==> config.mk <==
export PLATFORM = sky130hd
export DESIGN_NAME = spi_word_fifo_rx
export DESIGN_NICKNAME = d
export VERILOG_FILES = /design/src/rtl/spi_word_fifo_rx.sv
export SDC_FILE = /design/constraint.sdc
export NUM_CORES = 1
export LEC_CHECK = 0
export ABC_CLOCK_PERIOD_IN_PS = 2100
export CORE_MARGIN = 1
export CORE_UTILIZATION = 50
export DETAILED_ROUTE_END_ITERATION = 8
export PLACE_DENSITY = 0.85
export SLEW_MARGIN = 20
export SYNTH_ARGS = -nofsm -noshare
export SYNTH_HDL_FRONTEND = slang
export SYNTH_SLANG_ARGS = --single-unit
==> constraint.sdc <==
create_clock -name clk -period 2.1 [get_ports clk]
set_input_delay 0.525 -clock clk [delete_from_list [all_inputs] [get_ports clk]]
set_output_delay 0.525 -clock clk [all_outputs]
set_load 0.01 [all_outputs]
==> src/rtl/spi_word_fifo_rx.sv <==
// SPI receive-only slave that assembles WIDTH-bit words and queues them in a
// first-word-fall-through FIFO for a clk-domain consumer.
//
// Ports:
//   clk, rst          system clock, asynchronous active-high reset
//   nCS, SCK, MOSI    SPI slave inputs, asynchronous to clk
//   data_o, valid_o   FIFO head word and not-empty flag
//   ready_i           consumer pops the head when valid_o && ready_i
//   level_o           FIFO occupancy (0..DEPTH)
//   overflow_o        sticky: a completed word was dropped because the FIFO was full
//   frame_err_o       one-cycle pulse: nCS rose with a partial word in flight
//   clr_i             synchronous clear of overflow_o
module spi_word_fifo_rx #(
  parameter int unsigned WIDTH       = 16,
  parameter int unsigned DEPTH       = 4,
  parameter bit          SAMPLE_RISE = 1'b1,
  parameter bit          MSB_FIRST   = 1'b1
) (
  input  logic                       clk,
  input  logic                       rst,
  input  logic                       nCS,
  input  logic                       SCK,
  input  logic                       MOSI,
  output logic [WIDTH-1:0]           data_o,
  output logic                       valid_o,
  input  logic                       ready_i,
  output logic [$clog2(DEPTH+1)-1:0] level_o,
  output logic                       overflow_o,
  output logic                       frame_err_o,
  input  logic                       clr_i
);

  localparam int unsigned AW = (DEPTH > 1) ? $clog2(DEPTH) : 1;
  localparam int unsigned LW = $clog2(DEPTH + 1);
  localparam int unsigned CW = $clog2(WIDTH + 1);
  // SCK idles at the level opposite the sampling edge, so reset matches idle.
  localparam logic SckRst = SAMPLE_RISE ? 1'b0 : 1'b1;

  // Two-flop synchronisers plus one extra SCK stage for edge detection.
  logic ncs_meta_q, ncs_sync_q;
  logic sck_meta_q, sck_sync_q, sck_prev_q;
  logic mosi_meta_q, mosi_sync_q;

  always_ff @(posedge clk or posedge rst) begin
    if (rst) begin
      ncs_meta_q  <= 1'b1;
      ncs_sync_q  <= 1'b1;
      sck_meta_q  <= SckRst;
      sck_sync_q  <= SckRst;
      sck_prev_q  <= SckRst;
      mosi_meta_q <= 1'b0;
      mosi_sync_q <= 1'b0;
    end else begin
      ncs_meta_q  <= nCS;
      ncs_sync_q  <= ncs_meta_q;
      sck_meta_q  <= SCK;
      sck_sync_q  <= sck_meta_q;
      sck_prev_q  <= sck_sync_q;
      mosi_meta_q <= MOSI;
      mosi_sync_q <= mosi_meta_q;
    end
  end

  // Receiver: shift register and bit counter.
  logic [WIDTH-1:0] shift_q, shift_d;
  logic [CW-1:0]    cnt_q, cnt_d;
  logic             frame_err_q, frame_err_d;
  logic             sample_edge;
  logic             push;

  always_comb begin
    if (SAMPLE_RISE) sample_edge = ~ncs_sync_q & sck_sync_q & ~sck_prev_q;
    else             sample_edge = ~ncs_sync_q & ~sck_sync_q & sck_prev_q;
  end

  always_comb begin
    shift_d     = shift_q;
    cnt_d       = cnt_q;
    push        = 1'b0;
    frame_err_d = 1'b0;
    if (ncs_sync_q) begin
      // Partial word is abandoned; the counter going to 0 keeps the pulse one cycle.
      cnt_d       = '0;
      frame_err_d = (cnt_q != '0);
    end else if (sample_edge) begin
      if (MSB_FIRST) shift_d = {shift_q[WIDTH-2:0], mosi_sync_q};
      else           shift_d = {mosi_sync_q, shift_q[WIDTH-1:1]};
      if (cnt_q == CW'(WIDTH - 1)) begin
        cnt_d = '0;
        push  = 1'b1;
      end else begin
        cnt_d = cnt_q + CW'(1);
      end
    end
  end

  always_ff @(posedge clk or posedge rst) begin
    if (rst) begin
      shift_q     <= '0;
      cnt_q       <= '0;
      frame_err_q <= 1'b0;
    end else begin
      shift_q     <= shift_d;
      cnt_q       <= cnt_d;
      frame_err_q <= frame_err_d;
    end
  end

  // FIFO. The completed word (shift_d) is written at the end of the detect cycle,
  // so it is visible on data_o the following cycle.
  logic [WIDTH-1:0] mem_q [DEPTH];
  logic [AW-1:0]    wr_ptr_q, wr_ptr_d, rd_ptr_q, rd_ptr_d;
  logic [LW-1:0]    level_q, level_d;
  logic             overflow_q, overflow_d;
  logic             pop, full, wr_en;

  assign pop   = valid_o & ready_i;
  assign full  = (level_q == LW'(DEPTH));
  // When full, a same-cycle pop frees the slot the push needs.
  assign wr_en = push & (~full | pop);

  always_comb begin
    wr_ptr_d   = wr_ptr_q;
    rd_ptr_d   = rd_ptr_q;
    level_d    = level_q;
    overflow_d = overflow_q;
    if (wr_en) wr_ptr_d = wr_ptr_q + AW'(1);
    if (pop)   rd_ptr_d = rd_ptr_q + AW'(1);
    if (wr_en && !pop)      level_d = level_q + LW'(1);
    else if (!wr_en && pop) level_d = level_q - LW'(1);
    // A new drop wins over a coincident clear.
    if (push && full && !pop) overflow_d = 1'b1;
    else if (clr_i)           overflow_d = 1'b0;
  end

  always_ff @(posedge clk or posedge rst) begin
    if (rst) begin
      wr_ptr_q   <= '0;
      rd_ptr_q   <= '0;
      level_q    <= '0;
      overflow_q <= 1'b0;
    end else begin
      wr_ptr_q   <= wr_ptr_d;
      rd_ptr_q   <= rd_ptr_d;
      level_q    <= level_d;
      overflow_q <= overflow_d;
    end
  end

  always_ff @(posedge clk) begin
    if (wr_en) mem_q[wr_ptr_q] <= shift_d;
  end

  assign data_o      = mem_q[rd_ptr_q];
  assign valid_o     = (level_q != '0);
  assign level_o     = level_q;
  assign overflow_o  = overflow_q;
  assign frame_err_o = frame_err_q;

endmodule
==> impl_results.md <==
- Clk buf depth: 2
- Syn avg cell area: 19.7 um^2
- Core ar.: 7370 um^2
- Worst Hold Endpoint: mosi_sync_q
- Drt via density: around 5.3
- Slew Limit Fails: 0
- Syn_nets: 211
- Initial Utilization: 52.5%
- Utilization after layout: 64.1%
- Reg-to-Reg Start: sck_prev_q
- Pwr/cell area: 1100 nW/um^2
- TritonCTS buffer count: 9
- Worst Tran Pin Value: 0.470 ns
- WL/cell: 17.6 um
- Die Y-Extent: 89.9 um
- Nets: 270
- Distinct cell type count after synthesis: 30
- Post-DP HPWL: around 3700 um
- Kind of critical path: flop to output port
- Final WL: 6310 um
- Most frequent cell on the critical path: buf_6
- WP data arrival: approximately 1.7 ns
- Mux contribution to synthesized area: 14.7%
- Fraction of registers with async set/reset: 36.6%
- Adder-cell share of the synthesized area: 2.78%
- Worst-Skew Late Latency: ~0.35 ns
- Sw Ratio: 26.6%
- GP Congestion: 0.719
- Root buffer cell: clkbuf_8
- Core Rows: 31
- Gate Count Post-Synth: 196
- Final Critical Period: about 2.2 ns
- # clock sinks: a little over 100
- XOR/XNOR Fraction of Synth Area: 1.59%
- Status: finished, violations left
- Post-route setup slack: -0.0990 ns
- Max Cap Violations: 0
- Antenna diodes: 0
- Share of the synthesized area in the top cell type: roughly half
- Sequential fraction of design power: 47.4%
- Top FF cell, synth: edfxtp_1
- Number of synthesized flops with an enable pin: 64
- DR iter-0 viols: 101
- H-Tree Depth: 3
- Sequential area share after synthesis: 73.7%
- Period utilisation layout: 105%
- Final setup fails: 12
- Post-CTS Hold Buffers: 0
- Remaining Overflow, GRT: 0
- Main combinational cell family by area after synthesis: multiplexers
- Min-delay worst type: flop to flop
- Top cells by area, synth: edfxtp_1 50%, dfrtp_1 23%, mux4_2 9.3%
- Initial antenna violation count: 0
- Global-route wire length before repair: 10200 um
- Share of cells above drive strength 1: 39.6%
- RSZ-0062 raised after global routing: yes
- Crit path buf inv count: 3
- Die width: between 80 and 90 um
- CP Launch Type: flop
- Fill cell count: 519
- Synth Area in Compound Gates: 1.07%
- Slowest stage cell, crit path: mux4_2
- Switching power total: 1.38 mW
- CP top delay family: multiplexers
- # IOs: 29
- Worst-path cell chain: buf_12, buf_6, mux4_2, buf_6
- Post-Synth Simple-Gate Area: ~4.4%
- Dominant cell by count in the synthesized netlist: edfxtp_1
- Final hold violation count: 0
- Critical path required time: 1.57 ns
- Int Pwr: 3.81 mW
- Clk network pwr share: a little over a quarter
- Setup TNS Final: -0.433 ns
- TritonCTS clock tree: built
- Hold Crit Depth: 0
- Via count: 1889
- Register-to-Register Path Depth: 8
- Max VDD drop: 0.000609 V
- CP Capture Type: output port
- Combinational fraction of design power: 26.5%
- Full die area: between 8000 and 9000 um^2
- Hold_sp: mosi_meta_q
- PortBufs: 28
- P_leak: 1.82 nW
- Synthesized cell area: 3870 um^2
- FF-to-FF End: level_o[2]
- CP max stage delay: 0.50 ns
- Layout area overhead: 22.3%
- Register bit total from synthesis: 101
- Worst-path clk slew: about 0.090 ns
- Failing checks: setup timing
- Yosys warnings: 0
- Synth cell count leaders: 64 x edfxtp_1, 35 x dfrtp_1, 17 x mux2_2, 16 x mux4_2, 8 x inv_1
- Largest net degree at the start of global routing: 38
- Gr usage total: 17.1%
- Clock Skews: ~0.0090 ns
- Vias in the first global route: 1979
- Critical-path maximum fanout: 7
- DRC viols: 0
- Total power: roughly 5.2 mW
- Synth area leader: edfxtp_1
- Slew headroom: 68.7%
- DRT Pass-1 Iters: 4
- R2R setup slack: 0 ns
- ANT nets after route: 0
- FMAX: between 400 and 500 MHz
==> cell type report <==
| class | count | area [um^2] | share of cell area [%] |
|---|---|---|---|
| Tap cell | 99 | 124 | 2.62 |
| Multi-Input combinational cell | 80 | 960 | 20.3 |
| Clock buffer | 9 | 124 | 2.62 |
| Clock inverter | 7 | 103 | 2.17 |
| Sequential cell | 101 | 2850 | 60.3 |
| Timing Repair Buffer | 55 | 534 | 11.3 |
| Inverter | 8 | 30.0 | 0.635 |
==> per-stage QoR <==
stage	hold slack (ns)	setup WS (ns)	instances	area [um^2]
after floorplan	0.331	-0.0486	196	3870
after global placement	0.337	-0.333	337	4470
after detailed placement	0.335	-0.382	337	4470
after CTS	0.354	-0.194	359	4730
after global routing	0.361	-0.155	359	4730
final	0.356	-0.0990	359	4730
==> power by group through the flow <==
stage / combinational, mW / sequential [mW] / clock [mW]
after global placement: 1.33 / 2.48 / 0
after floorplan: 0.754 / 2.46 / 0
final: 1.37 / 2.46 / 1.35
after CTS: 1.46 / 2.46 / 1.37
after global routing: 1.49 / 2.48 / 1.45
after detailed placement: 1.35 / 2.49 / 0
==> worst max-delay path by stage <==
| stage | startpoint | endpoint | slack, ns | cells past startpoint |
|---|---|---|---|---|
| 6_report | rd_ptr_q[0] | data_o[10] | -0.1 | 4 |
| 5_1_grt | rd_ptr_q[0] | data_o[10] | -0.15 | 4 |
| 4_1_cts | rd_ptr_q[0] | data_o[10] | -0.19 | 5 |
| 3_5_place_dp | ready_i | level_o[1] | -0.38 | 7 |
| 3_3_place_gp | ready_i | level_o[1] | -0.33 | 7 |
| 2_1_floorplan | ncs_sync_q | level_o[2] | -0.05 | 9 |
==> metal layers <==
layer | wire length, um | GRT usage [%]
met1 | 2600 | 21.1
met2 | 3370 | 29.2
met3 | 227 | 3.21
met4 | 112 | 8.74
met5 | 0 | 0
==> timing repair <==
action / in CTS / in global routing
buffers inserted: 5 / 3
cloned: 1 / 0
gates resized for setup: 75 / 5
setup endpoints to repair: 18 / 18
pin swaps: 0 / 4
==> flip-flops by register name (all words and copies together) (netlist names) <==
signal	cells
level_o	3
cnt_q	5
sck_meta_q	1
sck_prev_q	1
mosi_meta_q	1
mosi_sync_q	1
shift_q	16
rd_ptr_q	2
sck_sync_q	1
wr_ptr_q	2
ncs_meta_q	1
ncs_sync_q	1
frame_err_o	1
mem_q	64
overflow_o	1
==> layout by cell type (no fill, tap or decap), types with 4 or more instances in the layout <==
cell,netlist,final
mux2_2,17,17
nor2_1,4,4
edfxtp_1,64,64
inv_6,0,4
xnor2_1,4,4
clkbuf_8,0,9
buf_12,0,6
inv_1,8,7
ha_1,7,6
clkdlybuf4s50_1,0,11
buf_4,0,19
dfrtp_1,35,33
and2_1,4,4
nand3_1,5,5
buf_2,5,8
buf_6,1,10
mux4_2,16,16
==> worst reg2reg max path, delay by kind of cell, from the launching register on <==
| kind | cells | cell delay [ns] |
|---|---|---|
| simple gates | 3 | 0.72 |
| fa+ha+maj | 2 | 0.54 |
| flops | 1 | 0.41 |
| xor+xnor | 2 | 0.31 |
| buf+inv | 1 | 0.04 |
==> cell families after synthesis <==
| kind of cell | after synthesis |
|---|---|
| XOR/XNOR | 7 |
| AND/OR/NAND/NOR | 26 |
| adder cells (fa/ha/maj) | 8 |
| multiplexers | 34 |
| buffers and inverters | 15 |
| flip-flops | 101 |
| AO/OA/AOI/OAI | 5 |
No activity file was read; power rests on OpenSTA's default activity.
